$ cat src/rtl/glyph_row_scaler3_pkg.sv
// Shared VGA glyph constants: the divide-by-3 address side and the 3x pixel
// expander both derive their geometry from these values.
package glyph_row_scaler3_pkg;

    localparam int GLYPH_ROW_W = 8;
    localparam int GLYPH_SCALE = 3;

    typedef enum logic {
        ST_IDLE   = 1'b0,
        ST_ACTIVE = 1'b1
    } row_state_t;

endpackage

$ cat src/rtl/glyph_row_scaler3_if.sv
// Glyph row handshake. A row transfers on every rising clk edge where
// in_valid && in_ready. in_row must be stable while in_valid is high.
interface glyph_row_scaler3_if #(
    parameter int W = 8
);
    logic         in_valid;
    logic         in_ready;
    logic [W-1:0] in_row;

    modport master (output in_valid, output in_row, input in_ready);
    modport slave  (input in_valid, input in_row, output in_ready);
endinterface

$ cat src/rtl/glyph_rep_ctr.sv
// Repeat / bit-position counters for the glyph expander. bit_adv fires on the
// last repeat of a bit, row_end on the last repeat of the last bit.
module glyph_rep_ctr #(
    parameter int GLYPH_W = 8,
    parameter int SCALE   = 3,
    parameter int RW      = (SCALE > 1) ? $clog2(SCALE) : 1
) (
    input  logic          clk,
    input  logic          rst_n,
    input  logic          clr,
    input  logic          step,
    output logic [RW-1:0] rep,
    output logic          bit_adv,
    output logic          row_end
);
    localparam int BW = $clog2(GLYPH_W);

    logic [BW-1:0] bit_idx;

    assign bit_adv = step && (rep == RW'(SCALE - 1));
    assign row_end = bit_adv && (bit_idx == BW'(GLYPH_W - 1));

    // Both counters wrap to zero at row end, so a seamless reload needs no clear.
    always_ff @(posedge clk or negedge rst_n) begin
        if (!rst_n) begin
            rep     <= '0;
            bit_idx <= '0;
        end else if (clr) begin
            rep     <= '0;
            bit_idx <= '0;
        end else if (step) begin
            if (bit_adv) begin
                rep     <= '0;
                bit_idx <= row_end ? '0 : bit_idx + BW'(1);
            end else begin
                rep <= rep + RW'(1);
            end
        end
    end

endmodule

$ cat src/rtl/glyph_row_scaler3.sv
// Horizontal glyph pixel expander: serialises a glyph row MSB first, repeating
// each bit SCALE times, with a hold register so consecutive cells have no gap.
module glyph_row_scaler3
    import glyph_row_scaler3_pkg::*;
#(
    parameter int GLYPH_W = GLYPH_ROW_W,
    parameter int SCALE   = GLYPH_SCALE
) (
    input  logic                  clk,
    input  logic                  rst_n,
    input  logic                  pix_en,
    input  logic                  flush,
    glyph_row_scaler3_if.slave    rows,
    output logic                  pix_out,
    output logic                  pix_valid,
    output logic                  underrun,
    output logic [2:0]            sub_phase,
    output row_state_t            dbg_state
);
    localparam int RW = (SCALE > 1) ? $clog2(SCALE) : 1;

    row_state_t           state, state_n;
    logic [GLYPH_W-1:0]   sr;
    logic [GLYPH_W-1:0]   hold;
    logic                 hold_valid;
    logic [RW-1:0]        rep;
    logic                 active, accept, step, bit_adv, row_end;

    assign active        = (state == ST_ACTIVE);
    assign rows.in_ready = !hold_valid && !flush;
    assign accept        = rows.in_valid && rows.in_ready;
    assign step          = pix_en && active;
    assign dbg_state     = state;

    glyph_rep_ctr #(.GLYPH_W(GLYPH_W), .SCALE(SCALE), .RW(RW)) u_ctr (
        .clk     (clk),
        .rst_n   (rst_n),
        .clr     (flush || (accept && !active)),
        .step    (step),
        .rep     (rep),
        .bit_adv (bit_adv),
        .row_end (row_end)
    );

    always_ff @(posedge clk or negedge rst_n) begin
        if (!rst_n) state <= ST_IDLE;
        else        state <= state_n;
    end

    always_comb begin
        state_n = state;
        if (flush) begin
            state_n = ST_IDLE;
        end else begin
            case (state)
                ST_IDLE:   if (accept) state_n = ST_ACTIVE;
                ST_ACTIVE: if (row_end && !hold_valid && !accept) state_n = ST_IDLE;
                default:   state_n = ST_IDLE;
            endcase
        end
    end

    // A row accepted exactly at row end bypasses hold and goes straight to sr.
    always_ff @(posedge clk or negedge rst_n) begin
        if (!rst_n) begin
            sr         <= '0;
            hold       <= '0;
            hold_valid <= 1'b0;
        end else if (flush) begin
            hold_valid <= 1'b0;
        end else begin
            if (accept && !active) begin
                sr <= rows.in_row;
            end else if (row_end) begin
                if (hold_valid) begin
                    sr         <= hold;
                    hold_valid <= 1'b0;
                end else if (accept) begin
                    sr <= rows.in_row;
                end
            end else begin
                if (bit_adv) sr <= {sr[GLYPH_W-2:0], 1'b0};
                if (accept) begin
                    hold       <= rows.in_row;
                    hold_valid <= 1'b1;
                end
            end
        end
    end

    always_ff @(posedge clk or negedge rst_n) begin
        if (!rst_n) begin
            pix_out   <= 1'b0;
            pix_valid <= 1'b0;
            underrun  <= 1'b0;
            sub_phase <= 3'd0;
        end else if (flush) begin
            pix_out   <= 1'b0;
            pix_valid <= 1'b0;
            underrun  <= 1'b0;
        end else if (pix_en) begin
            pix_out   <= active ? sr[GLYPH_W-1] : 1'b0;
            pix_valid <= active;
            underrun  <= !active;
            sub_phase <= active ? 3'(rep) : 3'd0;
        end else begin
            underrun  <= 1'b0;
        end
    end

endmodule

$ cat src/flat_wrapper.sv
// flat-port wrapper written by rule: the top's interface ports become plain ports
module glyph_row_scaler3_flat import glyph_row_scaler3_pkg::*;
#(
    parameter int GLYPH_W = GLYPH_ROW_W,
    parameter int SCALE   = GLYPH_SCALE
)
  (clk, rst_n, pix_en, flush, pix_out, pix_valid, underrun, sub_phase, dbg_state, rows_in_valid, rows_in_row, rows_in_ready);
  glyph_row_scaler3_if #(.W((GLYPH_ROW_W))) rows_i ();
  input  logic clk;
  input  logic rst_n;
  input  logic pix_en;
  input  logic flush;
  output logic pix_out;
  output logic pix_valid;
  output logic underrun;
  output logic [2:0] sub_phase;
  output row_state_t dbg_state;
  input wire logic [$bits(rows_i.in_valid)-1:0] rows_in_valid;
  input wire logic [$bits(rows_i.in_row)-1:0] rows_in_row;
  output wire logic [$bits(rows_i.in_ready)-1:0] rows_in_ready;
  assign rows_i.in_valid = rows_in_valid;
  assign rows_i.in_row = rows_in_row;
  assign rows_in_ready = rows_i.in_ready;
  glyph_row_scaler3 #(.GLYPH_W(GLYPH_W), .SCALE(SCALE)) u_core (.clk(clk), .rst_n(rst_n), .pix_en(pix_en), .flush(flush), .rows(rows_i), .pix_out(pix_out), .pix_valid(pix_valid), .underrun(underrun), .sub_phase(sub_phase), .dbg_state(dbg_state));
endmodule
$ cat config.mk
export PLATFORM = sky130hd
export DESIGN_NAME = glyph_row_scaler3_flat
export DESIGN_NICKNAME = d
export VERILOG_FILES = /design/src/rtl/glyph_row_scaler3_pkg.sv /design/src/rtl/glyph_row_scaler3_if.sv /design/src/rtl/glyph_rep_ctr.sv /design/src/rtl/glyph_row_scaler3.sv /design/src/flat_wrapper.sv
export SDC_FILE = /design/constraint.sdc
export NUM_CORES = 1
export LEC_CHECK = 0
export BUFFER_PORTS_ARGS = -buffer_cell sky130_fd_sc_hd__buf_2
export CELL_PAD_IN_SITES_DETAIL_PLACEMENT = 1
export CELL_PAD_IN_SITES_GLOBAL_PLACEMENT = 1
export CORE_MARGIN = 4
export CORE_UTILIZATION = 43
export DETAILED_ROUTE_END_ITERATION = 16
export PLACE_DENSITY_LB_ADDON = 0.3
export SETUP_SLACK_MARGIN = 0.05
export SLEW_MARGIN = 20
export SYNTH_ARGS = -nofsm -noshare
export SYNTH_HDL_FRONTEND = slang
export SYNTH_SLANG_ARGS = --single-unit
$ cat constraint.sdc
create_clock -name clk -period 2.1 [get_ports clk]
set_input_delay 0.315 -clock clk [delete_from_list [all_inputs] [get_ports clk]]
set_output_delay 0.315 -clock clk [all_outputs]
set_load 0.02 [all_outputs]
==> impl_metrics.ini <==
[clocking]
cts_made_buffers = 3
clockBufferDepth = 2
clock_latency_ps = 330
cts-root-buf = clkbuf_4
cts_sinks = 28
cts_setup_buffers = 0
htreeDepth = 1
cts_tree = yes
clk_pin_slew_ps = 150

[placed_design]
io_buffers = 19
dp_cells = 167
place_hpwl_um = 2150
place_area_um2 = 1470
gp_congestion = 0.747

[drt]
met3_length_um = 107
drc = 0
wire_per_inst_um = 16.9
vias = 985
firstDrtPassIters = 6
routed.top_layer = met4
met2_length_um = 1470
met1Wirelength_um = 1320
drt-initial-drc-count = 83
viasPerCell = 5.73
detail-route-antenna-nets = 0
routed_wl_um = 2910

[finish]
layout-drive-gt1-share_pct = 31.2
area_growth_pct = 14.8
mostFrequentLayoutCell = dfrtp_1
final_cell_mix = 28 x dfrtp_1, 19 x buf_2, 9 x nand2_1, 9 x mux2i_1, 9 x mux2_2
layoutNonFillerInstCount = 172
utilization_pct = 53.6
layout.nets = 157
design_area_um2 = 1530
antenna_cells = 0

[synth]
syn_area_um2 = 1330
yosysSeqAreaShare_pct = 52.6
synth_seq_cells = 28
ys_warn_count = 0
synth_cell_types = 29
synth_top_area_cell = dfrtp_1
synth.avg_cell_area_um2 = 11.3
synth_nets = 133
synth_top_area_share_pct = 52.6
syn_inst = 118
synthTopCellsByArea = dfrtp_1 53%, mux2_2 7.6%, mux2i_1 6.8%, a222oi_1 5.3%, a21oi_1 3.4%

[worst_setup_path]
cp_data_arrival_time_ps = 2160
cp_common_cell = ha_1
crit_slowest_cell = dfrtp_1
r2r_cells = 6
critical_path_cell_count = 6
crit_chain = ha_1 > ha_1 > and2_4 > nor4b_4 > buf_4 > mux2_2
worstPathBufferInverterCount = 1
path_class = register to register
cp_top_family = adder cells
worst_setup_path_end_kind = register
required_ps = 2320
crit_path_start_kind = register
slowest_delay_ps = 430
path_max_fanout = 8

[run_status]
status = complete, no violations

[run]
drv_cap = 0

[sta]
finalCritPeriodShare_pct = 92.3
fmax_mhz = 516
hold_violations = 0
skew_ps = 6.83
worst_pin_slew_ps = 625
fin_setup_tns_ps = 0
slew_viol_final = 0
rsz0062_at_grt = no
relSlewSlack_pct = 58.4
final.min_clock_period_ps = 1940
setup_viol = 0

[pwr]
leakage_uw = 0.000712
irDropWorstVdd_uv = 326
power_density_nw_per_um2 = 808
finalPower_uw = 1240

[floorplanning]
die-area_um2 = 4050
die_h_um = 63.6
design.portCount = 21
initial_core_util_pct = 46.7
fp.dieW_um = 63.6
core_region_area_um2 = 2850
rows = 19

[grt]
gr-total-overflow = 0
grtUsageTotal_pct = 15.8
grt_pass1_vias = 1082
grt_max_degree = 29
grt_pass1_wl_um = 5060
antenna_found_initial = 0

[worst_hold_path]
hold_path.class = input pin to register
hold_depth = 2
logic make-up after synthesis:
| kind of cell | count (synthesis) | share of synthesized area (%) |
|---|---|---|
| AOI/OAI and AO/OA | 22 | 11.4 |
| DFF | 28 | 52.6 |
| muxes | 18 | 14.4 |
| other | 1 | 0.282 |
| buffers and inverters | 13 | 4.61 |
| and+or+nand+nor | 34 | 14.9 |
| adders and majority gates | 2 | 1.88 |
what timing repair did:
item / in CTS / in global routing
hold endpoints to repair: 28 / 0
setup endpoints to repair: 0 / 5
gates resized for setup: 0 / 3
hold buffers: 1 / 0
worst paths after layout:
| check | to | slack, ps | start |
|---|---|---|---|
| worst max-delay path | u_core.hold[7] | 160 | u_core.u_ctr.bit_idx[0] |
| worst min-delay path | u_core.hold[3] | 220 | rows_in_row[3] |
| worst max register to register | u_core.hold[7] | 160 | u_core.u_ctr.bit_idx[0] |
| worst min register to register | u_core.sub_phase[0] | 520 | u_core.sub_phase[0] |
| max in group asynchronous | u_core.hold[4] | 1180 | rst_n |
| min in group asynchronous | u_core.hold_valid | 520 | rst_n |
synthesized netlist by cell type (all sizes together):
cell type	count
dfrtp	28
a21oi	10
mux2	9
mux2i	9
nand2	9
nor2	8
a222oi	7
inv	7
nand2b	5
o21ai	4
buf	3
clkbuf	3
ha	2
nor3	2
nor4b	2
and2	1
and3	1
and4b	1
conb	1
nand3	1
nand3b	1
nand4b	1
nor3b	1
o21bai	1
or2	1
power by group:
part           internal (uW)  switching [uW]
clock network            106             154
registers                650            68.8
logic                    134             123
per-stage QoR:
stage | setup WS, ps | hold slack (ps)
5_1_grt | 83.5 | 206
4_1_cts | 133 | 213
3_5_place_dp | 151 | 364
3_3_place_gp | 253 | 354
2_1_floorplan | 227 | 19.4
6_report | 163 | 223
state kept, by name (all words and copies together), names as in the netlist:
| signal | cells |
|---|---|
| u_core.hold_valid | 1 |
| u_core.u_ctr.bit_idx | 3 |
| u_core.sr | 8 |
| u_core.dbg_state | 1 |
| u_core.sub_phase | 2 |
| u_core.pix_out | 1 |
| u_core.underrun | 1 |
| u_core.hold | 8 |
| u_core.u_ctr.rep | 2 |
| u_core.pix_valid | 1 |
routing by layer:
layer / up-vias / GRT usage (%)
met3: 2 / 4.26
met5: - / 0
met4: 0 / 3.23
met1: 501 / 21.1
li1: 464 / -
met2: 18 / 25.7
final cells by class:
cell class                 count  area (um^2)
tap                           31         38.8
timing repair buffer          25          143
inverter                       7         26.3
multi-input combinational     77          583
fill                         307         1330
sequential                    28          701
clock buffer                   4         36.3
Power figures use the tool's default switching activity.
